==> config.mk <==
export PLATFORM = sky130hd
export DESIGN_NAME = fdsync_wrarb
export DESIGN_NICKNAME = d
export VERILOG_FILES = /design/src/rtl/fdsync_wrarb.sv
export SDC_FILE = /design/constraint.sdc
export NUM_CORES = 1
export LEC_CHECK = 0
export ABC_CLOCK_PERIOD_IN_PS = 2020
export CORE_ASPECT_RATIO = 0.6
export CORE_MARGIN = 2
export CORE_UTILIZATION = 40
export DETAILED_ROUTE_END_ITERATION = 8
export MAX_ROUTING_LAYER = met4
export PLACE_DENSITY = 0.9
export RECOVER_POWER = 50
export SKIP_CTS_REPAIR_TIMING = 1
export SYNTH_ARGS = -nofsm -noshare
export SYNTH_HDL_FRONTEND = slang
export SYNTH_SLANG_ARGS = --single-unit
export TNS_END_PERCENT = 100
==> constraint.sdc <==
create_clock -name clk -period 2.02 [get_ports clk]
set_input_delay 0.404 -clock clk [delete_from_list [all_inputs] [get_ports clk]]
set_output_delay 0.404 -clock clk [all_outputs]
set_load 0.01 [all_outputs]
==> src/rtl/fdsync_wrarb.sv <==
// Write-port arbiter and read-merge-load sequencer for one shared 32-bit fd1e sync register.
// Build option FDSYNC_WRARB_FIXPRI_EN: lowest-index request wins (no round-robin pointer).
//
// state | meaning
// IDLE  | waiting for a request; winner and its data/byte enables latched on the edge
// LOAD  | reg_ld high, reg_d carries the byte-merged word
// ACK   | one-cycle ack to the winner, then back to IDLE
module fdsync_wrarb #(
  parameter int NREQ = 4
) (
  input  logic              clk,
  input  logic              resetl,
  input  logic [NREQ-1:0]   req,
  input  logic [NREQ*32-1:0] wdata,
  input  logic [NREQ*4-1:0] wbe,
  output logic [NREQ-1:0]   ack,
  input  logic [31:0]       reg_q,
  output logic [31:0]       reg_d,
  output logic              reg_ld,
  output logic              busy,
  output logic [1:0]        gnt_idx
);

  typedef enum logic [1:0] {
    ST_IDLE = 2'd0,
    ST_LOAD = 2'd1,
    ST_ACK  = 2'd2
  } state_t;

  state_t      state, state_nxt;
  logic [1:0]  idx_q;
  logic [31:0] data_q;
  logic [3:0]  be_q;

  logic        win_vld;
  logic [1:0]  win_idx;
  logic [31:0] win_data;
  logic [3:0]  win_be;

`ifdef FDSYNC_WRARB_FIXPRI_EN
  always_comb begin
    win_vld = 1'b0;
    win_idx = 2'd0;
    for (int j = NREQ - 1; j >= 0; j--) begin
      if (req[j]) begin
        win_vld = 1'b1;
        win_idx = 2'(j);
      end
    end
  end
`else
  logic [1:0] rr_ptr;

  // Scan offsets from far to near so the candidate closest to rr_ptr+1 is assigned last.
  always_comb begin
    win_vld = 1'b0;
    win_idx = 2'd0;
    for (int k = NREQ; k >= 1; k--) begin
      for (int j = 0; j < NREQ; j++) begin
        if (req[j] && (j == ((int'(rr_ptr) + k) % NREQ))) begin
          win_vld = 1'b1;
          win_idx = 2'(j);
        end
      end
    end
  end

  always_ff @(posedge clk or negedge resetl) begin
    if (!resetl) begin
      rr_ptr <= 2'(NREQ - 1);
    end else if (state == ST_LOAD) begin
      rr_ptr <= idx_q;
    end
  end
`endif

  always_comb begin
    win_data = 32'd0;
    win_be   = 4'd0;
    for (int j = 0; j < NREQ; j++) begin
      if (win_idx == 2'(j)) begin
        win_data = wdata[j*32 +: 32];
        win_be   = wbe[j*4 +: 4];
      end
    end
  end

  always_ff @(posedge clk or negedge resetl) begin
    if (!resetl) begin
      state  <= ST_IDLE;
      idx_q  <= 2'd0;
      data_q <= 32'd0;
      be_q   <= 4'd0;
    end else begin
      state <= state_nxt;
      if (state == ST_IDLE && win_vld) begin
        idx_q  <= win_idx;
        data_q <= win_data;
        be_q   <= win_be;
      end
      // Cleared as ACK begins so reg_d passes reg_q straight through outside LOAD.
      if (state == ST_LOAD) begin
        be_q <= 4'd0;
      end
    end
  end

  always_comb begin
    state_nxt = state;
    reg_ld    = 1'b0;
    busy      = 1'b0;
    ack       = '0;
    case (state)
      ST_IDLE: begin
        if (win_vld) state_nxt = ST_LOAD;
      end
      ST_LOAD: begin
        reg_ld    = 1'b1;
        busy      = 1'b1;
        state_nxt = ST_ACK;
      end
      ST_ACK: begin
        for (int j = 0; j < NREQ; j++) begin
          ack[j] = (idx_q == 2'(j));
        end
        state_nxt = ST_IDLE;
      end
      default: state_nxt = ST_IDLE;
    endcase
  end

  always_comb begin
    reg_d = reg_q;
    for (int k = 0; k < 4; k++) begin
      if (be_q[k]) reg_d[k*8 +: 8] = data_q[k*8 +: 8];
    end
  end

  assign gnt_idx = idx_q;

endmodule

* Word-level counts from Yosys, hierarchy flattened *
Index checks and enable logic that the tools add are counted.

storage, ports and cells
  word-level logic and storage cells = 112
  flip-flop bits (word level) = 42
  output and inout port bits = 40
  input bits = 182

cells by class
  eq/ne operators = 21
  multiplexer cells = 49
  bitwise logic cells = 4
  reductions and logical operators = 29
  add/subtract/negate cells = 4

operator list
  kind                                                             count
  32-bit zero test                                                 4
  32-bit 2-to-1 mux                                                4
  8-bit 2-to-1 mux                                                 4
  2-bit 2-to-1 mux                                                 15
  4-bit 2-to-1 mux                                                 7
  3-bit == test, first input constant                              8
  1-bit 2-to-1 mux                                                 18
  1-bit logical AND                                                17
  2-bit by 3-bit == test with 1-bit output, first input constant   4
  2-bit == test, second input constant                             5
  2-bit OR reduction                                               4
  2-bit by 1-bit == test with 1-bit output, second input constant  3
  2-bit zero test                                                  3
  2-bit by 1-bit adder with 2-bit output, second input constant    2
  2-bit adder, second input constant                               2
  1-bit AND, first input constant                                  4
  2-bit one-hot mux with 2 select lines                            1
  2-bit inequality test, second input constant                     1
  2-bit nonzero test                                               1

* Depth between registers and ports, before layout *
  word-level depth = 27
  depth in mapped cells = 8

* Worst setup path before layout *
No wires, ideal clock.

  path kind = register to register
  from = register rr_ptr[0]
  to = register data_q[14]
  library setup time = 0.086 ns
  arrival time = 1.658 ns
  clock period less this slack = 1.744 ns
  path buffers = 3
  setup slack = 0.276 ns
  stages on the path, launching flop included = 8
  cells stage by stage = dfstp_2 clkbuf_2 mux2_2 o21a_1 buf_6 buf_1 nand3_1 a32oi_1

on the way
  cells in the longest elaborated chain, start to end = 25
  elaborated cells between the ends (all ways) = 84
  classes of those cells = add/sub: 4; eq/ne: 15; mux: 35; bitwise: 4; reduce/logical: 26

RTL lines
  item                                      line  RTL
  start, declared                           52    logic [1:0] rr_ptr;
  start signal, assigned                    70    rr_ptr <= 2'(NREQ - 1);
  start signal, assigned                    72    rr_ptr <= idx_q;
  2-bit by 1-bit adder with 2-bit output    60    if (req[j] && (j == ((int'(rr_ptr) + k) % NREQ))) begin
  2-bit OR reduction (no source line)       --
  1-bit AND (no source line)                --
  2-bit by 3-bit == test with 1-bit output  60
  1-bit logical AND                         60
  1-bit 2-to-1 mux                          60
  2-bit 2-to-1 mux (14 in a row)            60
  2-bit zero test                           81    if (win_idx == 2'(j)) begin
  32-bit 2-to-1 mux (4 in a row)            81
  end signal, assigned                      98    data_q <= win_data;
  end, declared                             32    logic [31:0] data_q;

Parallel ways exist; a longest one is shown, timed or not.
A chain may end at the register's enable or synchronous reset.

* Worst setup path after layout *
  from = input port req[0]
  to = register be_q[1]

on the way
  cells in the longest elaborated chain, start to end = 20
  elaborated cells between the ends (all ways) = 44
  classes of those cells = eq/ne: 3; mux: 34; reduce/logical: 7

RTL lines
  item                            line  RTL
  start, declared                 13    input logic [NREQ-1:0] req,
  1-bit logical AND               60
  2-bit 2-to-1 mux (12 in a row)  60
  2-bit zero test                 81
  4-bit 2-to-1 mux (4 in a row)   81
  4-bit 2-to-1 mux                96    if (state == ST_IDLE && win_vld) begin
  4-bit 2-to-1 mux                102   if (state == ST_LOAD) begin
  end signal, assigned            99    be_q <= win_be;
  end, declared                   33    logic [3:0] be_q;

Parallel ways exist; a longest one is shown, timed or not. The select of a mux whose other input is x is not followed.

==> results.md <==
* Status: complete, no violations
* First-pass GRT wire length at 25300 microns
* Comb power frac at 68.0%
* Fin crit period at 1984 ps
* Post-Syn Area per Cell at 8.364 sq um
* Num CTS Buffers at 5
* Placed Instances at 820
* Achievable Freq at 504.0 MHz
* FF+latch area at 1056 sq um
* CTS H-tree depth at 2
* Die area at 10790 sq um
* Starting Density at 40.73%
* Clk pwr share at 10.4%
* Maximum VDD drop at 0.7251 mV
* Worst-path clk slew at 70 ps
* Die Wd at 132.8 microns
* IO Pins at 222
* Vias in the first global route at 5000
* Critical Path Start Type: primary input
* Clock Latency Late Sink at 300 ps
* DR pass1 iterations at 6
* Leakage power at 2.816 nW
* Vias per cell at 6.122
* Worst min path class: primary input to asynchronous set/reset pin
* Gp weighted congestion at 0.9157
* IO Port Bufs at 221
* Pwr per Cell Area at 1170 nW/um^2
* Synth warn at 0
* Clock skew at 6.136 ps
* Top post-synthesis cells by area: dfrtp_1, mux2_2, o221ai_1
* Detailed placement HPWL at 12470 microns
* Reg-to-reg critical path startpoint: rr_ptr[1]$_DFFE_PN1P_
* DR WL/cell at 20.34 microns
* Number of synthesized flops with an enable pin at 0
* Ys async rst share at 100.0%
* Area leader, netlist: dfrtp_1
* Post-synth top area share at 25.14%
* Residual DRC at 0
* Endpoints failing setup at 0
* Clk buf depth at 2
* Post-layout util at 69.51%
* Setup TNS Final at 0 ps
* Slew @ Worst Pin at 1114 ps
* Cell Area, Synth at 3981 sq um
* Filler Cell Count at 705
* Int Power at 4.369 mW
* Slew Limit Fails at 0
* Worst slack, placed at -267.3 ps
* Crit path from: req[0]
* Initial antenna violation count at 0
* Min Hold Slack at 302.7 ps
* Chip height at 81.28 microns
* Final net count at 879
* Core Region at 9774 sq um
* Part of the power in registers at 21.6%
* Flop and latch count out of synthesis at 42
* Final Hold Vio Count at 0
* Grt ovf at 0
* Clk root buf: clkbuf_16
* Switching part of the total at 45.06%
* Routed vias at 5100
* WP data required at 2180 ps
* NetSw at 3.584 mW
* Multi-input logic area at 2574 sq um
* Commonest non-fill, non-tap cell in the layout: clkdlybuf4s50_1
* Layout overhead on the synthesized area at 70.65%
* Slew HR at 25.76%
* Synth cell types at 43
* Row count at 28
* Initial DRC Count at 416
* Fraction of layout cells with a size suffix above 1 at 19.20%
* WP data arrival at 2140 ps
* CP Max Fanout at 6
* Clock Sinks at 42
* Non-Filler Instances at 833
* Tot GR Track Use at 30.34%
* Most frequent cells in the layout: clkdlybuf4s50_1, o21ai_0, nand2_1
* Largest net degree at the start of global routing at 43
* Post-Syn Instances at 476
* Max Cap Viol at 0
* # diodes at 0
* CTS tree: built
* RSZ-0062 raised after global routing: true
* Sequential fraction of the synthesis area at 26.46%
* CP endpoint kind: flip-flop
* Fin worst setup slack at 36.02 ps
* Synth Flop Type: dfrtp_1
* Period utilisation layout at 98.22%
* Syn Nets at 658
* Final WL at 16950 microns
* Critical path class: primary input to flip-flop
* ANT nets after route at 0
-- per-layer routing --
layer  track usage, %  vias to the layer above  routed length (microns)
met2            49.69                      379                     7947
li1                 -                     2263                        -
met5                -                        -                        0
met1            38.23                     2429                     7077
met3            6.492                       29                     1696
met4            8.925                        0                      225
-- cell usage after synthesis (all sizes together), types with 6 or more instances --
library cell   n
clkbuf        28
mux2          33
nand2         46
nor2b         39
nand2b         6
buf           31
o21ai         70
a21oi         38
o221ai        37
dfrtp         40
nand3         36
a32oi         32
-- final timing paths --
| kind | endpoint | cells past startpoint | slack (ps) |
|---|---|---|---|
| setup reg to reg | be_q[1]$_DFFE_PN0P_ | 4 | 130 |
| max in group asynchronous | gnt_idx[1]$_DFFE_PN0P_ | 2 | 420 |
| hold reg to reg | rr_ptr[0]$_DFFE_PN1P_ | 2 | 530 |
| setup / recovery | be_q[1]$_DFFE_PN0P_ | 6 | 40 |
| hold / removal | data_q[25]$_DFFE_PN0P_ | 1 | 300 |
| min in group clk | rr_ptr[0]$_DFFE_PN1P_ | 2 | 530 |
-- power groups by stage --
stage | Sequential [mW] | Clock (mW) | Combinational [mW]
final | 1.71 | 0.829 | 5.41
after global routing | 1.76 | 0.863 | 5.76
after CTS | 1.72 | 0.828 | 5.29
after detailed placement | 1.73 | 0 | 5.26
after global placement | 1.70 | 0 | 5.08
after floorplan | 1.56 | 0 | 3.34
-- cell families after synthesis --
logic type,Yosys count,synth area share (%)
compound gates,199,36.23
xor+xnor,1,0.2200
buf+inv,64,9.553
flops,42,26.46
mux,33,9.334
simple gates,137,18.20
-- flip-flops by register name, indices dropped and copies added, names as in the netlist --
signal	count
rr_ptr	2
gnt_idx	2
state	2
data_q	32
be_q	4
-- layout make-up --
type,instances,share of cell area (%)
clock buffers,5,1.842
flip-flops and latches,42,15.54
clock inverters,3,0.3131
well taps,135,2.486
repair buffers,273,41.66
multi-input cells,370,37.88
inverters,5,0.2762
-- worst max-delay path, stage by stage --
cell and delay, ps:
clkdlybuf4s50_1 520, a21bo_2 270, a21o_1 250, buf_4 160, a311oi_1 450, a22oi_2 80
-- stage by stage --
| step | power [mW] | instance area [sq um] |
|---|---|---|
| 2_1_floorplan | 4.904 | 3981 |
| 3_3_place_gp | 6.783 | 6525 |
| 3_5_place_dp | 6.990 | 6525 |
| 4_1_cts | 7.838 | 6671 |
| 5_1_grt | 8.388 | 6794 |
| 6_report | 7.952 | 6794 |
Note: power is estimated with default switching activity, not from simulation.
